`src/rtl/des_key_sequencer.sv`:
```
// des_key_sequencer: round/pass control for the DES subkey generator across one triple-DES operation.
// Each operation runs PASSES passes, and each pass is one load cycle followed by ROUNDS round cycles.
module des_key_sequencer #(
    parameter int ROUNDS = 16,
    parameter int PASSES = 3
) (
    input  logic       clk,
    input  logic       n_rst,
    input  logic       start,
    input  logic       reverse_in,
    input  logic       hold,
    input  logic       abort,
    output logic       busy,
    output logic       done,
    output logic       reverse,
    output logic       key_enable,
    output logic [4:0] round_count,
    output logic [1:0] key_count,
    output logic       cnt_rollover,
    output logic       key_rollover,
    output logic       subkey_valid
);
    typedef enum logic [1:0] {IDLE, LOAD, ROUND, FINISH} state_t;
    localparam logic [4:0] LAST_R = 5'(ROUNDS);
    localparam logic [1:0] LAST_K = 2'(PASSES - 1);
    state_t     state_q, state_d;
    logic [4:0] rnd_q, rnd_d;
    logic [1:0] key_q, key_d;
    logic       rev_q, rev_d;
    logic       valid_q, valid_d;
    always_ff @(posedge clk or negedge n_rst) begin
        if (!n_rst) begin
            state_q <= IDLE;
            rnd_q   <= 5'd0;
            key_q   <= 2'd0;
            rev_q   <= 1'b0;
            valid_q <= 1'b0;
        end else begin
            state_q <= state_d;
            rnd_q   <= rnd_d;
            key_q   <= key_d;
            rev_q   <= rev_d;
            valid_q <= valid_d;
        end
    end
    always_comb begin
        state_d = state_q;
        rnd_d   = rnd_q;
        key_d   = key_q;
        rev_d   = rev_q;
        valid_d = 1'b0;
        if (abort) begin
            state_d = IDLE;
            rnd_d   = 5'd0;
            key_d   = 2'd0;
        end else begin
            case (state_q)
                IDLE: if (start) begin
                    state_d = LOAD;
                    rev_d   = reverse_in;
                    rnd_d   = 5'd0;
                    key_d   = 2'd0;
                end
                LOAD: if (!hold) begin
                    state_d = ROUND;
                    rnd_d   = 5'd1;
                end
                ROUND: if (!hold) begin
                    // generator output lags the round counter by one register stage
                    valid_d = 1'b1;
                    if (rnd_q != LAST_R) rnd_d = rnd_q + 5'd1;
                    else if (key_q == LAST_K) state_d = FINISH;
                    else begin
                        state_d = LOAD;
                        rnd_d   = 5'd0;
                        key_d   = key_q + 2'd1;
                    end
                end
                FINISH: begin
                    state_d = IDLE;
                    rnd_d   = 5'd0;
                    key_d   = 2'd0;
                end
            endcase
        end
    end
    assign busy         = (state_q == LOAD) || (state_q == ROUND);
    assign done         = state_q == FINISH;
    assign key_enable   = busy && !hold;
    assign cnt_rollover = (state_q == ROUND) && (rnd_q == LAST_R) && !hold;
    assign key_rollover = cnt_rollover && (key_q == LAST_K);
    assign reverse      = rev_q;
    assign round_count  = rnd_q;
    assign key_count    = key_q;
    assign subkey_valid = valid_q;
endmodule

```
`config.mk`:
```
export PLATFORM = sky130hd
export DESIGN_NAME = des_key_sequencer
export DESIGN_NICKNAME = d
export VERILOG_FILES = /design/src/rtl/des_key_sequencer.sv
export SDC_FILE = /design/constraint.sdc
export NUM_CORES = 1
export LEC_CHECK = 0
export ABC_CLOCK_PERIOD_IN_PS = 2500
export BUFFER_PORTS_ARGS = -buffer_cell sky130_fd_sc_hd__buf_2
export CORE_AREA = 2 2 42 44
export DETAILED_ROUTE_END_ITERATION = 8
export DIE_AREA = 0 0 44 46
export GPL_TIMING_DRIVEN = 0
export PLACE_DENSITY_LB_ADDON = 0.3
export SYNTH_ARGS = -nofsm -noshare
export SYNTH_HDL_FRONTEND = slang
export SYNTH_SLANG_ARGS = --single-unit
```
`constraint.sdc`:
```
create_clock -name clk -period 2.5 [get_ports clk]
set_input_delay 0.125 -clock clk [delete_from_list [all_inputs] [get_ports clk]]
set_output_delay 0.125 -clock clk [all_outputs]
set_load 0.05 [all_outputs]
```
; After elaboration in Yosys (flattened, before gate mapping)
; Index checks and enable logic that the tools add are counted.
[op_classes]
bitwise_logic = 1
eq_ne = 12
reduce_logical = 12
n_mux = 23
add_sub_neg = 2
[ops]
columns = operator, n
row1 = two-way mux 5 bit, 6
row2 = two-way mux 2 bit, 11
row3 = one-hot mux 5 bit (4 select lines), 1
row4 = "inequality test 3 bit, second input constant", 5
row5 = one-hot mux 2 bit (4 select lines), 1
row6 = AND reduction 4 bit, 2
row7 = "== test 2 bit, second input constant", 3
row8 = one-hot mux 2 bit (3 select lines), 1
row9 = "adder 5 x 1 -> 5 bit, second input constant", 1
row10 = "== test 5 bit, second input constant", 1
row11 = "inequality test 5 bit, second input constant", 1
row12 = AND reduction 5 bit, 1
row13 = logical AND 1 bit, 4
row14 = "inequality test 4 bit, second input constant", 1
row15 = nonzero test 4 bit, 1
row16 = two-way mux 1 bit, 3
row17 = AND reduction 3 bit, 1
row18 = "adder 2 x 1 -> 2 bit, second input constant", 1
row19 = "== test 2 x 1 -> 1 bit, second input constant", 1
row20 = logical NOT 2 bit, 1
row21 = logical NOT 1 bit, 1
row22 = logical OR 1 bit, 1
row23 = inverter 1 bit, 1
[word_totals]
elab_cells = 55
inputBits = 6
register_bits = 11
out_inout_bits = 14

; Logic depth before layout (Yosys ltp)
; Gate-level depths: netlist of run 1.
[depth]
word_depth = 6
mapped_depth = 6

; Worst setup path after synthesis of run 1
; No wires, ideal clock.
[synth_timing]
path_kind = flip-flop to output port
start = register rnd_q[0], in the netlist round_count[0]
end = output key_rollover
n_path_buf = 0
setup_slack_ns = 0.065
t_required_ns = 2.375
t_arrival_ns = 2.310
stages_incl_launch_ff = 6
cell_sequence = dfrtp_1 > inv_1 > ha_1 > nand4bb_4 > nor2_1 > and2_1
[synth_via]
elab_chain_cells = 4
[synth_rtl]
columns = element, line_no
row1 = from (decl), 27  ; logic [4:0] rnd_q, rnd_d;
row2 = from (signal assigned), 40  ; rnd_q <= rnd_d;
row3 = == test 5 bit, 90  ; assign cnt_rollover = (state_q == ROUND) && (rnd_q == LAST_R) && !hold;
row4 = logical AND 1 bit (2 in series), 90
row5 = via cnt_rollover, 19  ; output logic cnt_rollover,
row6 = logical AND 1 bit, 91  ; assign key_rollover = cnt_rollover && (key_q == LAST_K);
row7 = to (decl), 20  ; output logic key_rollover,
; The timed path passes the listed nets, and every way through them passes these cells.

; Worst setup path in the final report of run 1
[layout_timing]
start = register state_q[0]
end = register rnd_q[0], in the netlist round_count[0]
[layout_via]
elab_chain_cells = 3
word_cells_on_any_way = 11
classes_between = eq/ne: 7 / mux: 2 / reduce/logical: 2
[layout_rtl]
columns = element, line_no
row1 = from (decl), 26  ; state_t state_q, state_d;
row2 = from (signal assigned), 39  ; state_q <= state_d;
row3 = == test 2 bit (tied with other cells), 57  ; case (state_q)
row4 = inequality test 4 bit (no source line) (tied with other cells), --
row5 = AND reduction 4 bit (no source line) or two-way mux 5 bit (tied branches), --
; Several ways; a longest one is shown, not always the timed one.
; A chain may end at the register's enable or synchronous reset.

==> flow_metrics.env, run 1 <==
export IMPL_rows=15
export IMPL_hold_viol=0
export IMPL_routed_via_density=5.75
export IMPL_cp_data_arrival_time_ps=2290
export IMPL_start_util=0.460
export IMPL_ir_drop_uv=664
export IMPL_power_frac_seq=0.349
export IMPL_critPathKind="flop to flop"
export IMPL_setup_ws_ps=379
export IMPL_yosysUniqueCellTypes=32
export IMPL_multi_input_area_sq_um=437
export IMPL_p_leak_nw=0.406
export IMPL_crit_family="compound AO/OA/AOI/OAI gates"
export IMPL_place_congestion=0.777
export IMPL_crit_chain="inv_1 -> ha_1 -> nor2b_1 -> a21oi_1 -> a211o_1 -> mux2_2"
export IMPL_dp_hpwl_um=1160
export IMPL_routedWlPerCell_um=13.5
export IMPL_wl_um=1540
export IMPL_synthTopCellsByArea="dfrtp_1, ha_1, a31oi_1, nand4bb_4, inv_1"
export IMPL_pwr_share_comb=0.434
export IMPL_grt_pass1_wl_um=2620
export IMPL_grt_overflow=0
export IMPL_syn_avg_cell_area_sq_um=10.0
export IMPL_ys_warn_count=0
export IMPL_reg2reg_depth=6
export IMPL_tightest_slew_ps=514
export IMPL_p_int_mw=0.337
export IMPL_cts_htree_levels=1
export IMPL_hold_path_startpoint="reverse_in"
export IMPL_hold_depth=2
export IMPL_synth_top_area_share=0.371
export IMPL_grt_pass1_vias=599
export IMPL_layout_min_cycle_time_ps=2120
export IMPL_critPathMaxStageDelay_ps=420
export IMPL_antenna_left=0
export IMPL_startpoint_type="flop"
export IMPL_cts_root_buf="clkbuf_4"
export IMPL_holdPathEnd="reverse"
export IMPL_fmax_mhz=471
export IMPL_io_buffers=18
export IMPL_maxSlewViolCount=0
export IMPL_post_cts_resized=0
export IMPL_status="finished, final reports clean"
export IMPL_clock_sinks=11
export IMPL_clk_pin_slew_ps=70
export IMPL_synth_edf_count=0
export IMPL_cts_tree="built"
export IMPL_synthFlopType="dfrtp_1"
export IMPL_ff2ff_setup_slack_ps=380
export IMPL_io_pins=20
export IMPL_clock_path_buffers=2
export IMPL_setup_tns_ps=0
export IMPL_r2r_start="state_q[0]"
export IMPL_clkPwrFrac=0.216
export IMPL_yosysSeqAreaShare=0.371
export IMPL_switchingPower_mw=0.262
export IMPL_drt_iter0_drc=13
export IMPL_slowest_stage="dfrtp_1"
export IMPL_grt_usage=0.180
export IMPL_syn_to_final_growth_pct=19.9
export IMPL_min_period_over_period=0.849
export IMPL_postCtsSetupBuffers=0
export IMPL_r2r_end="round_count[0]"
export IMPL_dieArea_sq_um=2020
export IMPL_synth_seq_cells=11
export IMPL_cts_hold_buf=1
export IMPL_rsz0062_at_grt="false"
export IMPL_crit_fanout=7
export IMPL_fin_hold_ws_ps=83.0
export IMPL_cellPowerDensity_nw_per_um2=674
export IMPL_async_reset_ff_frac=1.00
export IMPL_hold_class="primary input to flop"
export IMPL_drive_above_1_share=0.309
export IMPL_cp_required_ps=2670
export IMPL_fin_skew_ps=2.97
export IMPL_pre_cts_slack_ps=386
export IMPL_switching_share=0.437
export IMPL_synth_fp_nets=87
export IMPL_synth_top_area_cell="dfrtp_1"
export IMPL_grt_max_degree=12
export IMPL_relSlewSlack=0.654
export IMPL_nFillCells=153
export IMPL_maxCapViolCount=0
export IMPL_timing_critical_path_buf_inv=1
export IMPL_finalSetupViolations=0
export IMPL_route_vias_total=656
export IMPL_antenna_found_initial=0
export IMPL_synthCells=74
export IMPL_synth_area_sq_um=742
export IMPL_critPathCaptureType="flop"
export IMPL_n_antenna_cell=0
export IMPL_drc_errors=0
export IMPL_core_sq_um=1610
export IMPL_ff_latch_area_sq_um=275
export IMPL_die_w_um=44
export IMPL_firstDrtPassIters=4
export IMPL_cts_buffers_inserted=3
export IMPL_num_nets_final=111
export IMPL_die_h_um=46
export IMPL_clkLatencyLatePin_ps=280
[cells in the mapped netlist, types with 2 or more instances]
master and number:
a41oi_1 2, nand3_1 2, dfrtp_1 11, a31o_2 3
nor2_1 3, o21ai_0 2, or4_1 2, a31oi_1 5
nor2b_1 2, mux2_2 2, a21oi_1 4, nand2b_1 2
inv_1 7, nor4_1 2, nand2_1 2, ha_1 7
[area by class of cell]
class | instances | share of cell area
multi-input cells | 55 | 0.491
flip-flops and latches | 11 | 0.309
repair buffers | 19 | 0.113
clock buffers | 4 | 0.0295
inverters | 7 | 0.0295
well taps | 17 | 0.0239
plain buffers | 1 | 0.00422
[worst max path at each step]
stage,end,depth (start not counted),slack [ps],start
global placement,round_count[0],6,390,state_q[0]
finish,round_count[0],6,380,state_q[0]
global route,round_count[0],6,210,state_q[0]
floorplan,key_rollover,5,70,round_count[0]
detailed placement,round_count[0],6,390,state_q[0]
CTS,round_count[0],6,380,state_q[0]
[placed cells by master (no fill, tap or decap), drive strengths merged]
master and instances:
buf 18, dfrtp 11, inv 7, ha 7, a31oi 5, clkbuf 5
a21oi 4, nor2 3, a31o 3, nand2b 2, nor2b 2, nor4 2
a41oi 2, or4 2, o21ai 2, mux2 2, nand3 2, nand2 2
or3 2, nand4bb 1, and2 1, and4bb 1, a211oi 1, a211o 1
nor3 1, or2 1, o32ai 1, a2111oi 1, a2bb2o 1, a21o 1
nand3b 1, nand4 1, dlygate4sd3 1
[cells by family (layout without fill, tap and decap cells)]
group / after synthesis / count (layout) / synth area share
buf+inv: 8 / 31 / 0.0405
simple gates: 24 / 24 / 0.229
fa+ha+maj: 7 / 7 / 0.118
flops: 11 / 11 / 0.371
compound gates: 22 / 22 / 0.211
mux: 2 / 2 / 0.0304
[through the flow]
stage	area [sq um]	utilization	cells	total power [mW]
after floorplan	742	-	74	0.418
after global placement	853	0.529	109	0.470
after detailed placement	853	0.529	109	0.472
after CTS	890	0.551	114	0.604
after global routing	890	0.551	114	0.633
final	890	0.551	114	0.600
[sequential cells by signal (all words and copies together) (netlist names)]
| signal | count |
|---|---|
| round_count | 5 |
| key_count | 2 |
| subkey_valid | 1 |
| reverse | 1 |
| state_q | 2 |
[power groups by stage]
stage	Sequential (mW)	Combinational, mW	Clock [mW]
2_1_floorplan	0.246	0.172	0
3_3_place_gp	0.212	0.257	0
3_5_place_dp	0.213	0.259	0
4_1_cts	0.210	0.260	0.134
5_1_grt	0.212	0.280	0.141
6_report	0.209	0.261	0.130
[routing by layer]
| layer | track usage | wire (um) | part of all wire | vias up |
|---|---|---|---|---|
| met4 | 0.0909 | 25 | 0.016 | 0 |
| met1 | 0.257 | 770 | 0.50 | 310 |
| met2 | 0.268 | 695 | 0.45 | 13 |
| li1 | - | - | - | 331 |
| met3 | 0.0238 | 49 | 0.032 | 2 |
| met5 | 0 | 0 | 0 | - |
(Power assumes the default switching activity.)
==> run 2: changes to the inputs <==
--- a/config.mk
+++ b/config.mk
@@ -5,7 +5,7 @@
 export SDC_FILE = /design/constraint.sdc
 export NUM_CORES = 1
 export LEC_CHECK = 0
-export ABC_CLOCK_PERIOD_IN_PS = 2500
+export ABC_CLOCK_PERIOD_IN_PS = 2000
 export BUFFER_PORTS_ARGS = -buffer_cell sky130_fd_sc_hd__buf_2
 export CORE_AREA = 2 2 42 44
 export DETAILED_ROUTE_END_ITERATION = 8
==> constraint.sdc (replaced) <==
create_clock -name clk -period 2 [get_ports clk]
set_input_delay 0.1 -clock clk [delete_from_list [all_inputs] [get_ports clk]]
set_output_delay 0.1 -clock clk [all_outputs]
set_load 0.05 [all_outputs]
==> run 2 against run 1 <==
Worst hold slack got worse by 35 ps. Final area increased by 4.2%. Cell count increased by 0.88%. Global-route usage increased by 0.77 points. Non-clock buffer count increased by 1. Critical path type is now flop to primary output. Critical endpoint is now key_rollover. Largest power group unchanged.
==> flow_metrics.env, run 2 (synthesized netlist as in run 1, its figures left out) <==
export IMPL_maxSlewViolCount=0
export IMPL_final_cell_area_sq_um=927
export IMPL_crit_family="simple AND/OR/NAND/NOR gates"
export IMPL_cts_root_buf="clkbuf_4"
export IMPL_tightest_slew_ps=402
export IMPL_routed_via_density=5.92
export IMPL_clkLatencyLatePin_ps=280
export IMPL_drt_iter0_drc=12
export IMPL_rows=15
export IMPL_grt_pass1_wl_um=2680
export IMPL_wl_um=1640
export IMPL_final_common_cell="buf_2"
export IMPL_antenna_found_initial=0
export IMPL_drive_above_1_share=0.418
export IMPL_drc_errors=0
export IMPL_cellPowerDensity_nw_per_um2=837
export IMPL_mostFrequentLayoutCells="buf_2, dfrtp_1, inv_1, a31oi_1, ha_1"
export IMPL_rsz0062_at_grt="false"
export IMPL_critPathCaptureType="primary output"
export IMPL_n_antenna_cell=0
export IMPL_critPathKind="flop to primary output"
export IMPL_power_mw=0.776
export IMPL_clock_path_buffers=2
export IMPL_cts_buffers_inserted=3
export IMPL_fin_skew_ps=2.44
export IMPL_hold_class="primary input to flop"
export IMPL_startpoint_type="flop"
export IMPL_route_vias_total=681
export IMPL_die_h_um=46
export IMPL_routedWlPerCell_um=14.2
export IMPL_io_buffers=18
export IMPL_io_pins=20
export IMPL_antenna_left=0
export IMPL_dieArea_sq_um=2020
export IMPL_die_w_um=44
export IMPL_clock_sinks=11
export IMPL_cts_htree_levels=1
export IMPL_min_period_over_period=0.944
export IMPL_dp_hpwl_um=1180
export IMPL_crit_fanout=8
export IMPL_p_leak_nw=0.411
export IMPL_place_congestion=0.777
export IMPL_grt_overflow=0
export IMPL_grt_usage=0.188
export IMPL_slowest_stage="dfrtp_1"
export IMPL_start_util=0.460
export IMPL_largest_reg_flops=5
export IMPL_timing_critical_path_buf_inv=2
export IMPL_relSlewSlack=0.729
export IMPL_critPathMaxStageDelay_ps=420
export IMPL_finalSetupViolations=0
export IMPL_core_sq_um=1610
export IMPL_ir_drop_uv=700
export IMPL_fmax_mhz=530
export IMPL_cp_required_ps=1900
export IMPL_hold_viol=0
export IMPL_clk_pin_slew_ps=80
export IMPL_cp_data_arrival_time_ps=1790
export IMPL_status="finished, final reports clean"
export IMPL_maxCapViolCount=0
export IMPL_crit_chain="inv_1 -> ha_2 -> nand2b_1 -> nor2_2 -> and2_2 -> buf_2"
export IMPL_num_nets_final=112
export IMPL_grt_pass1_vias=615
export IMPL_cts_tree="built"
export IMPL_postLayoutCoreUtil=0.574
export IMPL_grt_max_degree=12
export IMPL_placed_cell_area_sq_um=861
export IMPL_syn_to_final_growth_pct=25.0
export IMPL_layout_min_cycle_time_ps=1890
export IMPL_firstDrtPassIters=4
-- run 2: cell types whose count changed in the layout (fill, tap and decap cells not counted), sizes merged --
| cell | before | now |
|---|---|---|
| buf | 18 | 19 |
-- run 2: through the flow --
step | TNS (ps) | setup slack [ps] | hold WS, ps | std cells
after floorplan | 0 | 22.8 | -196 | 74
after global placement | -139 | -109 | -10.9 | 109
after detailed placement | -175 | -130 | -9.67 | 109
after CTS | 0 | 9.47 | 51.4 | 114
after global routing | 0 | 2.30 | 53.8 | 115
final | 0 | 113 | 47.8 | 115
-- run 2: area by class of cell --
type / instances / area [sq um]
Buffer: 1 / 3.75
Fill cell: 148 / 687
Inverter: 7 / 26.3
Multi-Input combinational cell: 55 / 463
Clock buffer: 4 / 26.3
Sequential cell: 11 / 279
Timing Repair Buffer: 20 / 108
Tap cell: 17 / 21.3
-- run 2: final timing paths --
check | start | to | slack, ps | depth (start not counted)
worst min-delay path | reverse_in | reverse | 50 | 2
worst min register to register | reverse | reverse | 510 | 1
max in group asynchronous | n_rst | round_count[1] | 1560 | 2
worst max-delay path | state_q[0] | key_rollover | 110 | 6
worst max register to register | state_q[0] | round_count[0] | 130 | 6
min in group asynchronous | n_rst | key_count[1] | 210 | 2
-- run 2: timing repair --
item | 4_1_cts | 5_1_grt
hold endpoints to repair | 11 | 0
setup endpoints to repair | 3 | 7
setup buffers | 0 | 1
pin swaps | 0 | 2
resized for setup | 1 | 5
hold buffers | 1 | 0
-- run 2: worst register-to-register path, stage by stage, from the launching register on --
cell and delay [ps]:
dfrtp_1 420, inv_1 130, ha_1 220, nor2b_4 260, a21oi_2 90, a211o_1 350
mux2_2 280
-- run 2: layer usage --
metal / vias to the layer above / GRT usage / share of wire
li1: 329 / - / -
met1: 327 / 0.240 / 0.46
met2: 20 / 0.297 / 0.47
met3: 5 / 0.0238 / 0.040
met4: 0 / 0.127 / 0.027
met5: - / 0 / 0
-- run 2: where the power goes --
group          total (mW)  switching [mW]  internal [mW]
Sequential          0.261          0.0170          0.244
Combinational       0.352           0.236          0.116
Clock               0.163          0.0856         0.0775
==> run 3: changes to the inputs <==
--- a/config.mk
+++ b/config.mk
@@ -8,6 +8,7 @@
 export ABC_CLOCK_PERIOD_IN_PS = 2000
 export BUFFER_PORTS_ARGS = -buffer_cell sky130_fd_sc_hd__buf_2
 export CORE_AREA = 2 2 42 44
+export CTS_BUF_LIST = sky130_fd_sc_hd__clkbuf_8 sky130_fd_sc_hd__clkbuf_16
 export DETAILED_ROUTE_END_ITERATION = 8
 export DIE_AREA = 0 0 44 46
 export GPL_TIMING_DRIVEN = 0
==> run 3 against run 2 <==
Routed wire length is 1.0% higher. Worst hold slack better by 42 ps. First-iteration DRC count fell by 83%. Total power rose by 8.6%. Final area increased by 2.6%. Clock skew fell by 2.0 ps. Non-clock buffer count unchanged. Via count fell by 2.2%. Setup slack gained 31 ps. Critical path depth unchanged. Die area unchanged. Sequential share of layout area is 0.75 points lower. Critical path type unchanged.
==> flow_metrics.env, run 3 (synthesized netlist as in run 1, its figures left out) <==
export IMPL_cts_tree="built"
export IMPL_maxCapViolCount=0
export IMPL_crit_chain="inv_1 -> ha_2 -> nand2b_1 -> nor2_2 -> and2_2 -> buf_2"
export IMPL_reg2reg_depth=6
export IMPL_start_util=0.460
export IMPL_grt_usage=0.188
export IMPL_dieArea_sq_um=2020
export IMPL_io_buffers=18
export IMPL_antenna_left=0
export IMPL_layout_min_cycle_time_ps=1860
export IMPL_final_common_cell="buf_2"
export IMPL_critPathCaptureType="primary output"
export IMPL_num_nets_final=112
export IMPL_p_int_mw=0.497
export IMPL_n_antenna_cell=0
export IMPL_cellPowerDensity_nw_per_um2=887
export IMPL_dp_cells=109
export IMPL_cp_startpoint="state_q[0]"
export IMPL_setup_ws_ps=144
export IMPL_crit_family="simple AND/OR/NAND/NOR gates"
export IMPL_largest_reg_flops=5
export IMPL_cts_root_buf="clkbuf_8"
export IMPL_fin_hold_ws_ps=89.9
export IMPL_crit_fanout=8
export IMPL_grt_pass1_vias=604
export IMPL_finalSetupViolations=0
export IMPL_wl_um=1650
export IMPL_drive_above_1_share=0.429
export IMPL_route_vias_total=666
export IMPL_r2r_start="round_count[0]"
export IMPL_critPathMaxStageDelay_ps=410
export IMPL_fin_skew_ps=0.408
export IMPL_relSlewSlack=0.724
export IMPL_antenna_found_initial=0
export IMPL_mostFrequentLayoutCells="buf_2, inv_1, dfrtp_1, a31oi_1, ha_1"
export IMPL_power_frac_seq=0.311
export IMPL_cp_required_ps=1900
export IMPL_switching_share=0.410
export IMPL_rsz0062_at_grt="false"
export IMPL_critPathKind="flop to primary output"
export IMPL_grt_pass1_wl_um=2680
export IMPL_fmax_mhz=539
export IMPL_startpoint_type="flop"
export IMPL_hold_class="primary input to flop"
export IMPL_cts_buffers_inserted=3
export IMPL_cts_htree_levels=1
export IMPL_clkLatencyLatePin_ps=250
export IMPL_cp_depth=6
export IMPL_grt_max_degree=12
export IMPL_tightest_slew_ps=409
export IMPL_routed_via_density=5.79
export IMPL_hold_path_startpoint="reverse_in"
export IMPL_die_h_um=46
export IMPL_clock_path_buffers=2
export IMPL_switchingPower_mw=0.346
export IMPL_clock_sinks=11
export IMPL_hold_viol=0
export IMPL_maxSlewViolCount=0
export IMPL_hold_depth=2
export IMPL_slowest_stage="dfrtp_1"
export IMPL_drt_iter0_drc=2
export IMPL_place_congestion=0.777
export IMPL_routedWlPerCell_um=14.4
export IMPL_clkPwrFrac=0.272
export IMPL_io_pins=20
export IMPL_firstDrtPassIters=4
export IMPL_pwr_share_comb=0.417
export IMPL_dp_hpwl_um=1180
export IMPL_rows=15
export IMPL_die_w_um=44
export IMPL_grt_overflow=0
export IMPL_clk_pin_slew_ps=50
export IMPL_core_sq_um=1610
export IMPL_p_leak_nw=0.424
export IMPL_ir_drop_uv=606
export IMPL_min_period_over_period=0.928
export IMPL_status="finished, final reports clean"
export IMPL_pre_cts_slack_ps=-130
export IMPL_cp_data_arrival_time_ps=1760
export IMPL_drc_errors=0
export IMPL_syn_to_final_growth_pct=28.2
export IMPL_finalNonFillerCells=115
export IMPL_timing_critical_path_buf_inv=2
[run 3: cell count changes in the layout (fill, tap and decap cells not counted)]
cell | previous run | this run
a211oi_2 | 0 | 1
clkbuf_1 | 2 | 1
inv_1 | 7 | 8
a211oi_1 | 1 | 0
clkbuf_4 | 3 | 0
clkbuf_8 | 0 | 3
[run 3: final cells by class]
type | instances | area [sq um]
clock inverter | 1 | 3.75
inverter | 7 | 26.3
fill | 143 | 663
timing repair buffer | 20 | 108
sequential | 11 | 279
clock buffer | 3 | 41.3
tap | 17 | 21.3
multi-input combinational | 55 | 468
buffer | 1 | 3.75
[run 3: per-stage QoR]
step	utilization	setup TNS [ps]	area, sq um	power, mW
after floorplan	-	0	749	0.523
after global placement	0.533	-139	861	0.588
after detailed placement	0.533	-175	861	0.592
after CTS	0.569	0	918	0.821
after global routing	0.589	0	951	0.887
final	0.589	0	951	0.843
[run 3: path summary, 6_finish.rpt]
path / to / slack, ps
max reg2reg: key_count[1] / 140
min in group asynchronous: round_count[4] / 250
min: reverse / 90
max in group asynchronous: round_count[0] / 1520
min reg2reg: reverse / 510
max: key_rollover / 140
[run 3: repair_timing]
action,4_1_cts,5_1_grt
endpoints found under the hold margin,11,0
setup endpoints to repair,3,7
setup buffers,0,1
hold buffers,1,0
gates resized for setup,1,6
pin swaps,0,2
[run 3: power by group through the flow]
stage / registers (mW) / logic, mW / clock network (mW)
2_1_floorplan: 0.308 / 0.216 / 0
3_3_place_gp: 0.266 / 0.322 / 0
4_1_cts: 0.262 / 0.330 / 0.229
3_5_place_dp: 0.267 / 0.326 / 0
5_1_grt: 0.268 / 0.383 / 0.236
6_report: 0.262 / 0.352 / 0.229
[run 3: routing by layer]
layer / global-route usage / part of all wire / wire, um
met1: 0.243 / 0.46 / 764
met4: 0.109 / 0.027 / 44
met5: 0 / 0 / 0
met3: 0.0476 / 0.043 / 71
met2: 0.285 / 0.47 / 773
